==> src/rtl/mode_pattern_gen.sv <==
// -----------------------------------------------------------------------------
// mode_pattern_gen
//
// Multi-channel valid/ready pattern source. The per-channel datapath is chosen
// at elaboration by MODE:
//   0 = constant CONST_VAL
//   1 = wrapping counter 0..LIMIT
//   2 = walking one (rotate left, starts at 1)
// Each channel runs an IDLE/RUN/HOLD FSM and holds its own WIDTH-bit value
// register. The value advances only on an accepted beat.
//
// Optional feature macro: PATTERN_GEN_STALL_CNT_EN adds the stall_cnt port
// with a saturating 16-bit per-channel count of cycles that are valid but not
// ready.
//
// Ports:
//   clk        in   1               clock
//   rst_n      in   1               synchronous active-low reset
//   en         in   CHANNELS        per-channel enable (level)
//   out_ready  in   CHANNELS        consumer ready
//   out_valid  out  CHANNELS        data valid
//   out_data   out  CHANNELS*WIDTH  channel c at [c*WIDTH +: WIDTH]
//   wrap       out  CHANNELS        one-cycle pulse after the wrapping beat
//   stall_cnt  out  CHANNELS*16     only with PATTERN_GEN_STALL_CNT_EN
// -----------------------------------------------------------------------------
module mode_pattern_gen #(
  parameter int               WIDTH     = 8,
  parameter int               CHANNELS  = 2,
  parameter int               MODE      = 1,
  parameter logic [WIDTH-1:0] CONST_VAL = '0,
  parameter int               LIMIT     = 255
) (
  input  logic                      clk,
  input  logic                      rst_n,
  input  logic [CHANNELS-1:0]       en,
  input  logic [CHANNELS-1:0]       out_ready,
  output logic [CHANNELS-1:0]       out_valid,
  output logic [CHANNELS*WIDTH-1:0] out_data,
  output logic [CHANNELS-1:0]       wrap
`ifdef PATTERN_GEN_STALL_CNT_EN
  ,
  output logic [CHANNELS*16-1:0]    stall_cnt
`endif
);

  typedef enum logic [1:0] {
    S_IDLE = 2'd0,
    S_RUN  = 2'd1,
    S_HOLD = 2'd2
  } state_t;

  localparam logic [WIDTH-1:0] LIMIT_V = WIDTH'(LIMIT);
  localparam logic [WIDTH-1:0] INIT_V  = (MODE == 0) ? CONST_VAL :
                                         (MODE == 2) ? WIDTH'(1)  : '0;

  // The counter's last value must be representable in WIDTH bits.
  if (MODE == 1 && (LIMIT < 0 || longint'(LIMIT) >= (longint'(1) << WIDTH))) begin : g_bad_limit
    $error("mode_pattern_gen: LIMIT %0d does not fit in WIDTH %0d", LIMIT, WIDTH);
  end

  for (genvar c = 0; c < CHANNELS; c++) begin : g_ch
    state_t           r_state;
    state_t           w_state_nxt;
    logic             w_valid;
    logic             w_accept;
    logic [WIDTH-1:0] r_value;
    logic [WIDTH-1:0] w_next_value;
    logic             w_at_last;
    logic             r_wrap;

    // Pattern step: what the value becomes once the current beat is taken,
    // and whether taking it closes a full period of the pattern.
    if (MODE == 0) begin : g_const
      assign w_next_value = CONST_VAL;
      assign w_at_last    = 1'b0;
    end else if (MODE == 1) begin : g_counter
      assign w_at_last    = (r_value == LIMIT_V);
      assign w_next_value = w_at_last ? '0 : r_value + WIDTH'(1);
    end else if (MODE == 2) begin : g_walk
      assign w_at_last    = r_value[WIDTH-1];
      assign w_next_value = {r_value[WIDTH-2:0], r_value[WIDTH-1]};
    end else begin : g_bad_mode
      assign w_next_value = r_value;
      assign w_at_last    = 1'b0;
      $error("mode_pattern_gen: unsupported MODE %0d", MODE);
    end

    // NOTE: every output of this block gets a default before the case, so no
    // path through it can leave a signal unassigned and infer a latch.
    always_comb begin
      w_state_nxt = r_state;
      w_valid     = 1'b0;
      w_accept    = 1'b0;
      unique case (r_state)
        S_IDLE: begin
          if (en[c]) w_state_nxt = S_RUN;
        end
        S_RUN: begin
          w_valid  = 1'b1;
          w_accept = out_ready[c];
          if (!en[c]) w_state_nxt = out_ready[c] ? S_IDLE : S_HOLD;
        end
        S_HOLD: begin
          // Enable reasserting here only chooses where we go after the
          // pending beat is taken; the value stays frozen until then.
          w_valid  = 1'b1;
          w_accept = out_ready[c];
          if (out_ready[c]) w_state_nxt = en[c] ? S_RUN : S_IDLE;
        end
        default: w_state_nxt = S_IDLE;
      endcase
    end

    // NOTE: state is updated with non-blocking assignments so every register
    // samples the pre-edge values, independent of statement order.
    // NOTE: the value register is reset on purpose: out_data must show the
    // pattern's initial value straight out of reset, and a pending beat is
    // discarded rather than resumed.
    always_ff @(posedge clk) begin
      if (!rst_n) begin
        r_state <= S_IDLE;
        r_value <= INIT_V;
        r_wrap  <= 1'b0;
      end else begin
        r_state <= w_state_nxt;
        r_wrap  <= w_accept & w_at_last;
        if (w_accept) r_value <= w_next_value;
      end
    end

    assign out_valid[c]                 = w_valid;
    assign out_data[c*WIDTH +: WIDTH]   = r_value;
    assign wrap[c]                      = r_wrap;

`ifdef PATTERN_GEN_STALL_CNT_EN
    logic [15:0] r_stall;

    // Saturates instead of wrapping so a long stall never reads as a short one.
    always_ff @(posedge clk) begin
      if (!rst_n) begin
        r_stall <= '0;
      end else if (w_valid && !out_ready[c] && r_stall != 16'hFFFF) begin
        r_stall <= r_stall + 16'd1;
      end
    end

    assign stall_cnt[c*16 +: 16] = r_stall;
`endif
  end

endmodule

==> config.mk <==
export PLATFORM = sky130hd
export DESIGN_NAME = mode_pattern_gen
export DESIGN_NICKNAME = d
export VERILOG_FILES = /design/src/rtl/mode_pattern_gen.sv
export SDC_FILE = /design/constraint.sdc
export NUM_CORES = 1
export LEC_CHECK = 0
export ABC_AREA = 1
export BUFFER_PORTS_ARGS = -buffer_cell sky130_fd_sc_hd__buf_2
export CORE_MARGIN = 3
export CORE_UTILIZATION = 25
export CTS_BUF_LIST = sky130_fd_sc_hd__clkbuf_8
export DETAILED_ROUTE_END_ITERATION = 8
export PLACE_DENSITY_LB_ADDON = 0.25
export SLEW_MARGIN = 30
export SYNTH_ARGS = -nofsm -noshare
export SYNTH_HDL_FRONTEND = slang
export SYNTH_SLANG_ARGS = --single-unit
==> constraint.sdc <==
create_clock -name clk -period 1.4 [get_ports clk]
set_clock_uncertainty 0.05 [all_clocks]
set_input_delay 0.07 -clock clk [delete_from_list [all_inputs] [get_ports clk]]
set_output_delay 0.07 -clock clk [all_outputs]
set_load 0.05 [all_outputs]
# After elaboration in Yosys (flattened, before gate mapping)
# Cells that the tools add are included.
[classes]
n_reduce_logical = 6
addsub = 2
mux = 18
n_eq_ne = 12
bitwise_logic = 2
[ops]
columns = ["operator", "n"]
rows = [
  ["$add 8x1->8 const B", 2],
  ["$eq 8x8->1 const B", 2],
  ["$mux 2", 8],
  ["$mux 8", 2],
  ["$ne 2x2->1 const B", 6],
  ["$pmux 2 s3", 2],
  ["$mux 1", 6],
  ["$reduce_and 3->1", 2],
  ["$eq 2x1->1 const B", 2],
  ["$eq 2x2->1 const B", 2],
  ["$logic_not 2->1", 2],
  ["$reduce_or 2->1", 2],
  ["$and 1x1->1", 2],
]
[word_totals]
ff_bits = 22
output_inout_bits = 20
in_bits = 6
word_cells = 46

# Longest topological paths before layout
# Gate-level depths: netlist of run 1.
[logic_depth]
word_depth = 4
ltp_mapped = 9
ltp_nobuf = 9

# Worst setup path after synthesis of run 1
# OpenSTA, ideal clock, no wires.
[synth_timing]
path_kind = "flip-flop to flip-flop"
from = "register g_ch[0].r_value[0]"
to = "register g_ch[0].r_value[3]"
setup_ps = 116
path_buffers = 0
period_less_slack_ps = 1548
t_arrival_ps = 1382
stages_incl_launch_ff = 7
slack_ps = -148
path_cell_list = "dfxtp_1 ha_1 nand3_1 nor2_2 nand2_1 nand2_1 nor2_1"
[synth_between]
elab_chain_cells = 2
word_cells_on_any_way = 3
cone_classes = "add/sub (1); eq/ne (1); mux (1)"
[synth_rtl]
columns = ["element", "line", "rtl"]
rows = [
  ["start: declaration", "66", "logic [WIDTH-1:0] r_value;"],
  ["start signal: assignment", "127", "if (w_accept) r_value <= w_next_value;"],
  ["$add 8x1->8 or $eq 8x8->1 (tied branches)", "78, 77", ""],
  ["$mux 8 *", "78", "assign w_next_value = w_at_last ? '0 : r_value + WIDTH'(1);"],
]
# Every way passes the cells marked *; elsewhere a longest branch is shown, timed or not.
# A chain may end at the register's enable or synchronous reset.

# Final worst setup path of run 1
[layout_timing]
from = "register g_ch[1].r_state[1]"
to = "output port out_valid[1]"
[layout_between]
elab_chain_cells = 3
word_cells_on_any_way = 4
cone_classes = "eq/ne (2); mux (1); reduce/logical (1)"
[layout_rtl]
columns = ["element", "line", "rtl"]
rows = [
  ["start: declaration", "62", "state_t r_state;"],
  ["start signal: assignment", "125", "r_state <= w_state_nxt;"],
  ["$eq 2x2->1 or $eq 2x1->1 (tied branches)", "94", "unique case (r_state)"],
  ["$reduce_or 2->1 (no source line) *", "n/a", ""],
  ["$mux 1 *", "94", ""],
  ["end: declaration", "37", "output logic [CHANNELS-1:0] out_valid,"],
]
# Marked as above.

==> results of run 1 <==
## per-layer routing
metal  up-vias  routed length, microns
met3         2                     124
met5         -                       0
li1        602                       -
met4         0                       8
met2        19                    1085
met1       468                    1359
## flip-flops by register name, summed over array words and instances (netlist names)
register / count
g_ch.r_value: 16
g_ch.r_state: 4
g_ch.r_wrap: 2
## stage by stage
stage / hold WS (ns) / util, %
finish: 0.1177 / 33.82
floorplan: 0.2019 / -
global placement: 0.3748 / 31.18
detailed placement: 0.3668 / 31.18
CTS: 0.1137 / 32.71
global route: 0.1460 / 33.82
## power groups by stage
stage | Sequential (W) | Combinational (W) | Clock (W)
2_1_floorplan | 0.00103 | 0.000829 | 0
3_3_place_gp | 0.000846 | 0.00133 | 0
3_5_place_dp | 0.000848 | 0.00133 | 0
4_1_cts | 0.000834 | 0.00141 | 0.000409
5_1_grt | 0.000864 | 0.00169 | 0.000437
6_report | 0.000847 | 0.00153 | 0.000385
## cell families after synthesis
group,Yosys count
xor gates and xnor gates,6
adders and majority gates,10
and+or+nand+nor,95
buffers and inverters,35
DFF,22
AOI/OAI and AO/OA,11
## repair_timing
action                                  4_1_cts  5_1_grt
resized for setup                             6       15
setup buffers                                 0        1
endpoints found under the setup margin       11       20
pin swaps                                     1        6
## cells in the mapped netlist
library cell and instances:
nor2_2 3, inv_2 1, buf_2 1, inv_1 29, nand3_1 10, o21ai_0 4, dfxtp_1 22, a21oi_1 3
xor2_1 1, a31oi_1 1, nor2_4 2, o21bai_1 2, nor3_1 1, ha_1 10, nor2_1 26, a211oi_1 1
nor4_1 1, nand2_2 2, nand2_1 48, xnor2_1 5, nand3_2 1, buf_4 4, nand2_4 1
## final cells by class
| class | instances | area (sq um) |
|---|---|---|
| clock buffer | 3 | 41.29 |
| fill | 539 | 3147 |
| tap | 67 | 83.83 |
| timing repair buffer | 34 | 197.7 |
| sequential | 22 | 450.4 |
| inverter | 30 | 112.6 |
| multi-input combinational | 122 | 721.9 |
## worst min path at each step
stage                 start            endpoint  slack, ns  cells after the start
2_1_floorplan  out_ready[1]  g_ch[1].r_state[1]       0.20                      3
3_3_place_gp          rst_n  g_ch[0].r_value[4]       0.37                      3
3_5_place_dp   out_ready[1]  g_ch[1].r_state[1]       0.37                      4
4_1_cts        out_ready[1]  g_ch[1].r_state[1]       0.11                      4
5_1_grt               rst_n  g_ch[0].r_value[4]       0.15                      3
6_report              rst_n  g_ch[1].r_state[0]       0.12                      3
## worst register-to-register path: cells and delay by family, from the launching register on
kind,cells,cell delay [ns]
buf+inv,1,0.05
flops,1,0.34
fa+ha+maj,1,0.29
simple gates,5,0.48
==> qor.yml, run 1 <==
startpoint_type: "register"
fin_nets: 229
grt_pass1_vias: 970
coreArea_sq_um: 4755
worstPathArrival_ns: 1.23
clock_latency_ns: 0.26
clkTransAtPathRegs_ns: 0.07
initial_core_util_pct: 26.16
die_h_microns: 76.53
end_kind: "output port"
grt_max_degree: 12
wl_per_cell_microns: 9.270
diodes: 0
netlist_top_cells_area: "dfxtp_1, nand2_1, ha_1, inv_1, nor2_1"
synth-compound-area-share_pct: 5.131
cts-hold-fix-buffers: 0
crit_cells: 4
hold_violations: 0
leakage_nw: 0.7853
grtUsageMet3_pct: 3.664
vias_per_cell: 3.924
crit_path_start: "g_ch[1].r_state[1]"
use_met1_pct: 11.99
pwr-share-comb_pct: 55.4
grt-busiest-layer: "met2"
avgSynthCellArea_sq_um: 6.948
rr_startpoint: "g_ch[1].r_state[1]"
slowest_stage: "dfxtp_2"
yosys.area_share.simple_pct: 33.30
htree_num_levels: 1
switching_share_pct: 44.46
cp_common_cell: "buf_4"
area_growth_pct: 29.28
p_sw_w: 0.001229
crit_type: "register to output port"
cts-root-buf: "clkbuf_8"
synthXorXnorAreaFrac_pct: 4.225
synth_cells: 179
setup_violations: 0
dpl_cell_area_sq_um: 1483
p_clk_share_pct: 13.9
drt_wl_total_microns: 2577
synth_fp_nets: 195
final_cell_mix: "nand2_1, inv_1, nor2_1"
cpPeakStageDelay_ns: 0.34
min_path_type: "input pin to register"
yosys.area.top_type: "dfxtp_1"
drt-initial-drc-count: 22
synth_top_area_share_pct: 35.41
mostFrequentLayoutCell: "nand2_1"
place_inst: 274
total_power_w: 0.002764
num_vias: 1091
drv_slew: 0
ys_warn_count: 0
fmax_mhz: 743.2
grt_pass1_wl_microns: 4333
grt.met2_usage_pct: 13.27
hpwl_microns: 1947
postLayoutCellArea_sq_um: 1608
gp_congestion: 0.7515
cts_sinks: 22
reg2reg_to: "g_ch[1].r_value[5]"
grt_use_total_pct: 8.864
io_buffers: 25
crit_chain: "inv_2, ha_4, buf_4, buf_4"
rrSetupSlack_ns: 0.08
fin_crit_ns: 1.345
ys_types: 23
slew_headroom_pct: 83.04
pre_cts_ws_ns: -0.01898
final.setup.worst_slack_ns: 0.05455
clock_path_buffers: 2
drc_errors: 0
ff2ff_path_depth: 7
rows: 25
synth_top_family_by_area: "simple AND/OR/NAND/NOR gates"
crit_end: "out_valid[1]"
fin_cells: 278
outcome: "completed"
layout-drive-gt1-share_pct: 31.28
synthAdderAreaFrac_pct: 10.06
fp.dieW_microns: 76.53
die-area_sq_um: 5857
seq_power_share_pct: 30.7
synth-seq-cells: 22
powerDensity_nw_per_um2: 1719
critical_path_required_ns: 1.28
antenna_found_initial: 0
cp_max_fo: 2
synth.area.mux_share_pct: 0
maxCapViolations: 0
pin_count: 26
grt_overflow_total: 0
cts_made_buffers: 3
antenna_left: 0
syn_area_sq_um: 1244
worst-path-buf-inv: 3
synth-seq-area-share_pct: 35.41
cts_tree: "built"
p_int_w: 0.001535
setup-tns-final_ns: 0
drt-pass1-iter-count: 3
fin_crit_sh_pct: 96.10
cp_top_family: "flip-flops"
max_slew.worst_pin.slew_ns: 0.2523
ir_drop_v: 0.0007433
Note: power is estimated with default switching activity, not from simulation.
==> inputs of run 2 (changes only) <==
--- a/config.mk
+++ b/config.mk
@@ -5,12 +5,12 @@
 export SDC_FILE = /design/constraint.sdc
 export NUM_CORES = 1
 export LEC_CHECK = 0
-export ABC_AREA = 1
 export BUFFER_PORTS_ARGS = -buffer_cell sky130_fd_sc_hd__buf_2
 export CORE_MARGIN = 3
 export CORE_UTILIZATION = 25
 export CTS_BUF_LIST = sky130_fd_sc_hd__clkbuf_8
 export DETAILED_ROUTE_END_ITERATION = 8
+export HOLD_SLACK_MARGIN = 0.15
 export PLACE_DENSITY_LB_ADDON = 0.25
 export SLEW_MARGIN = 30
 export SYNTH_ARGS = -nofsm -noshare
==> constraint.sdc (replaced) <==
create_clock -name clk -period 1.4 [get_ports clk]
set_clock_uncertainty 0.05 [all_clocks]
set_input_delay 0.14 -clock clk [delete_from_list [all_inputs] [get_ports clk]]
set_output_delay 0.14 -clock clk [all_outputs]
set_load 0.05 [all_outputs]
==> run 2 against run 1 <==
  * The flow now finishes with violations (negative setup slack)
  * Wire length rose by 17%
  * Synthesized cell count down 25%
  * Clock power is 60% higher
  * Via count grew 8.5%
  * Global-route usage up 2.7 points
  * Cell count is 14% lower
  * First-iteration DRC count increased by 140%
  * Count of clock-buffer cells in the layout unchanged
  * Synthesized area is 6.8% lower
  * Sequential power fell by 12%
  * Die area fell by 6.3%
  * Worst hold slack gained 0.046 ns
  * Largest power group unchanged
==> qor.yml, run 2 <==
synthTopCellsByCount: "dfxtp_1, a21oi_1, nand2_1"
powerDensity_nw_per_um2: 1308  # -24%
netlist_top_cells_area: "dfxtp_1, ha_1, a21oi_1, or4_1, nand3_1"
maxCapViolations: 0  # unchanged
final.setup.worst_slack_ns: -0.1771  # -0.2317 ns
fill_cells: 441  # -18%
outcome: "complete, but fails checks"
htree_num_levels: 1  # unchanged
setup-tns-final_ns: -2.126  # -2.126 ns
cp_top_family: "simple AND/OR/NAND/NOR gates"
critical_path_required_ns: 1.55  # +0.27 ns
crit_type: "register to register"
synth_top_area_share_pct: 38.01  # +2.6 points
synth.area.mux_share_pct: 1.944  # +1.9 points
synthXorXnorAreaFrac_pct: 3.024  # -1.2 points
ir_drop_v: 0.0007177  # -3.4%
synth_cells: 134  # -25%
ys.flop_type: "dfxtp_1"
worstPathArrival_ns: 1.73  # +0.50 ns
coreArea_sq_um: 4414  # -7.2%
drt-pass1-iter-count: 4  # +1
num_vias: 1184  # +8.5%
yosys.area_share.simple_pct: 24.19  # -9.1 points
drt_wl_total_microns: 3004  # +17%
crit_chain: "inv_4, ha_4, mux2_4, or4b_1, a21oi_1"
ys_warn_count: 0  # unchanged
pre_cts_ws_ns: -0.1583  # -0.1393 ns
hold_violations: 0  # unchanged
place_inst: 226  # -18%
synthAdderAreaFrac_pct: 10.80  # +0.74 points
fin_crit_ns: 1.577  # +0.2317 ns
hpwl_microns: 2212  # +14%
grt_max_degree: 16  # +4
clock_latency_ns: 0.27  # about the same
cpPeakStageDelay_ns: 0.46  # +0.12 ns
fmax_mhz: 634.1  # -15%
antenna_found_initial: 0  # unchanged
slew_headroom_pct: 65.83  # -17 points
synthArstFlopShare_pct: 0  # unchanged
clkTransAtPathRegs_ns: 0.09  # +0.02 ns
drt-initial-drc-count: 52  # +140%
violations: "negative setup slack"
cts_sinks: 22  # unchanged
io_buffers: 25  # unchanged
diodes: 0  # unchanged
synth-seq-area-share_pct: 38.01  # +2.6 points
multi_input_area_sq_um: 794.5  # +10%
grt_pass1_wl_microns: 5002  # +15%
reg_top3: "g_ch.r_value: 16 flops, g_ch.r_state: 4 flops, g_ch.r_wrap: 2 flops"
synth_top_family_by_area: "simple AND/OR/NAND/NOR gates"
leakage_nw: 0.7223  # -8.0%
antenna_left: 0  # unchanged
end_kind: "register"
yosys.area.top_type: "dfxtp_1"
synth_edf_count: 0  # unchanged
die-area_sq_um: 5487  # -6.3%
max_slew.worst_pin.slew_ns: 0.5120  # +0.2597 ns
pin_count: 26  # unchanged
regMostFlops: "g_ch.r_value"
startpoint_type: "register"
syn_area_sq_um: 1159  # -6.8%
min_path_type: "input pin to register"
fin_nets: 204  # -11%
vias_per_cell: 4.954  # +26%
synth-seq-cells: 22  # unchanged
wl_per_cell_microns: 12.57  # +36%
fin_cells: 239  # -14%
seqCellArea_sq_um: 494.2  # +9.7%
worst-path-buf-inv: 1  # -2
setup_violations: 19  # +19
cts-root-buf: "clkbuf_8"
area_growth_pct: 59.40
cp_max_fo: 4  # +2
yosysMostFrequentCell: "dfxtp_1"
fin_crit_sh_pct: 112.6  # +17 points
fp.dieW_microns: 74.08  # -3.2%
clock_path_buffers: 2  # unchanged
final_cell_mix: "buf_2, buf_4, a21oi_1"
initial_core_util_pct: 26.25  # +0.089 points
grt_pass1_vias: 1157  # +19%
rsz0062_at_grt: "yes"
largest_register_ffs: 16  # unchanged
avgSynthCellArea_sq_um: 8.646  # +24%
mostFrequentLayoutCell: "buf_2"
die_h_microns: 74.08  # -3.2%
ys_types: 25  # +8.7%
synth-compound-area-share_pct: 16.52  # +11 points
drc_errors: 0  # unchanged
drv_slew: 0  # unchanged
gp_congestion: 0.7700  # +2.5%
grt_use_total_pct: 11.58  # +2.7 points
synth_fp_nets: 150  # -23%
cts_made_buffers: 3  # unchanged
grt_overflow_total: 0  # unchanged
layout-drive-gt1-share_pct: 53.48  # +22 points
slowest_stage: "or4b_1"
cts_tree: "built"
rows: 24  # -4.0%
run 2: worst min-delay path: cells and delay by family:
kind / cells / cell delay, ns
compound gates: 1 / 0.06
buf+inv: 1 / 0.15
simple gates: 1 / 0.10
run 2: cell families after synthesis:
| logic type | Yosys count |
|---|---|
| and+or+nand+nor | 49 |
| AOI/OAI and AO/OA | 34 |
| DFF | 22 |
| buffers and inverters | 13 |
| adders and majority gates | 10 |
| xor gates and xnor gates | 4 |
| muxes | 2 |
run 2: report_power, final:
part           total [W]  internal, W  switching, W
logic            0.00105     0.000516      0.000538
clock network   0.000615     0.000383      0.000232
registers       0.000748     0.000689     0.0000583
total            0.00242      0.00159      0.000828
run 2: what timing repair did:
action	4_1_cts	5_1_grt
pin swaps	5	11
resized for setup	15	14
buffers inserted	3	4
setup endpoints to repair	19	20
hold endpoints to repair	5	0
hold buffers	2	0
run 2: per-layer routing:
layer  track usage, %  routed length [microns]  up-vias  part of all wire, %
met5                0                        0        -                    0
met4            4.225                       37        0                  1.2
met3            3.784                      212        5                  7.1
met2            19.29                     1383       27                   46
met1            13.89                     1371      555                   46
li1                 -                        -      597                    -
run 2: final cells by class:
class / instances / area share [%]
flip-flops and latches: 22 / 26.76
inverters: 8 / 1.897
clock inverters: 1 / 1.626
repair buffers: 54 / 20.93
well taps: 52 / 3.523
clock buffers: 3 / 2.236
multi-input cells: 99 / 43.02
run 2: path summary, 6_finish.rpt:
| kind | startpoint | endpoint | slack (ns) | cells after the start |
|---|---|---|---|---|
| max | g_ch[0].r_state[0] | g_ch[0].r_state[1] | -0.18 | 5 |
| min | out_ready[1] | g_ch[1].r_value[1] | 0.16 | 3 |
| max reg2reg | g_ch[0].r_state[0] | g_ch[0].r_state[1] | -0.18 | 5 |
| min reg2reg | g_ch[0].r_value[7] | g_ch[0].r_value[7] | 0.45 | 2 |
run 2: through the flow:
step	hold slack [ns]	power (W)	instance area (sq um)	util (%)
floorplan	0.2270	0.001352	1274	-
global placement	0.4249	0.001530	1580	35.80
detailed placement	0.4254	0.001570	1580	35.80
CTS	0.1625	0.002350	1750	39.65
global route	0.1710	0.002551	1847	41.84
finish	0.1633	0.002416	1847	41.84
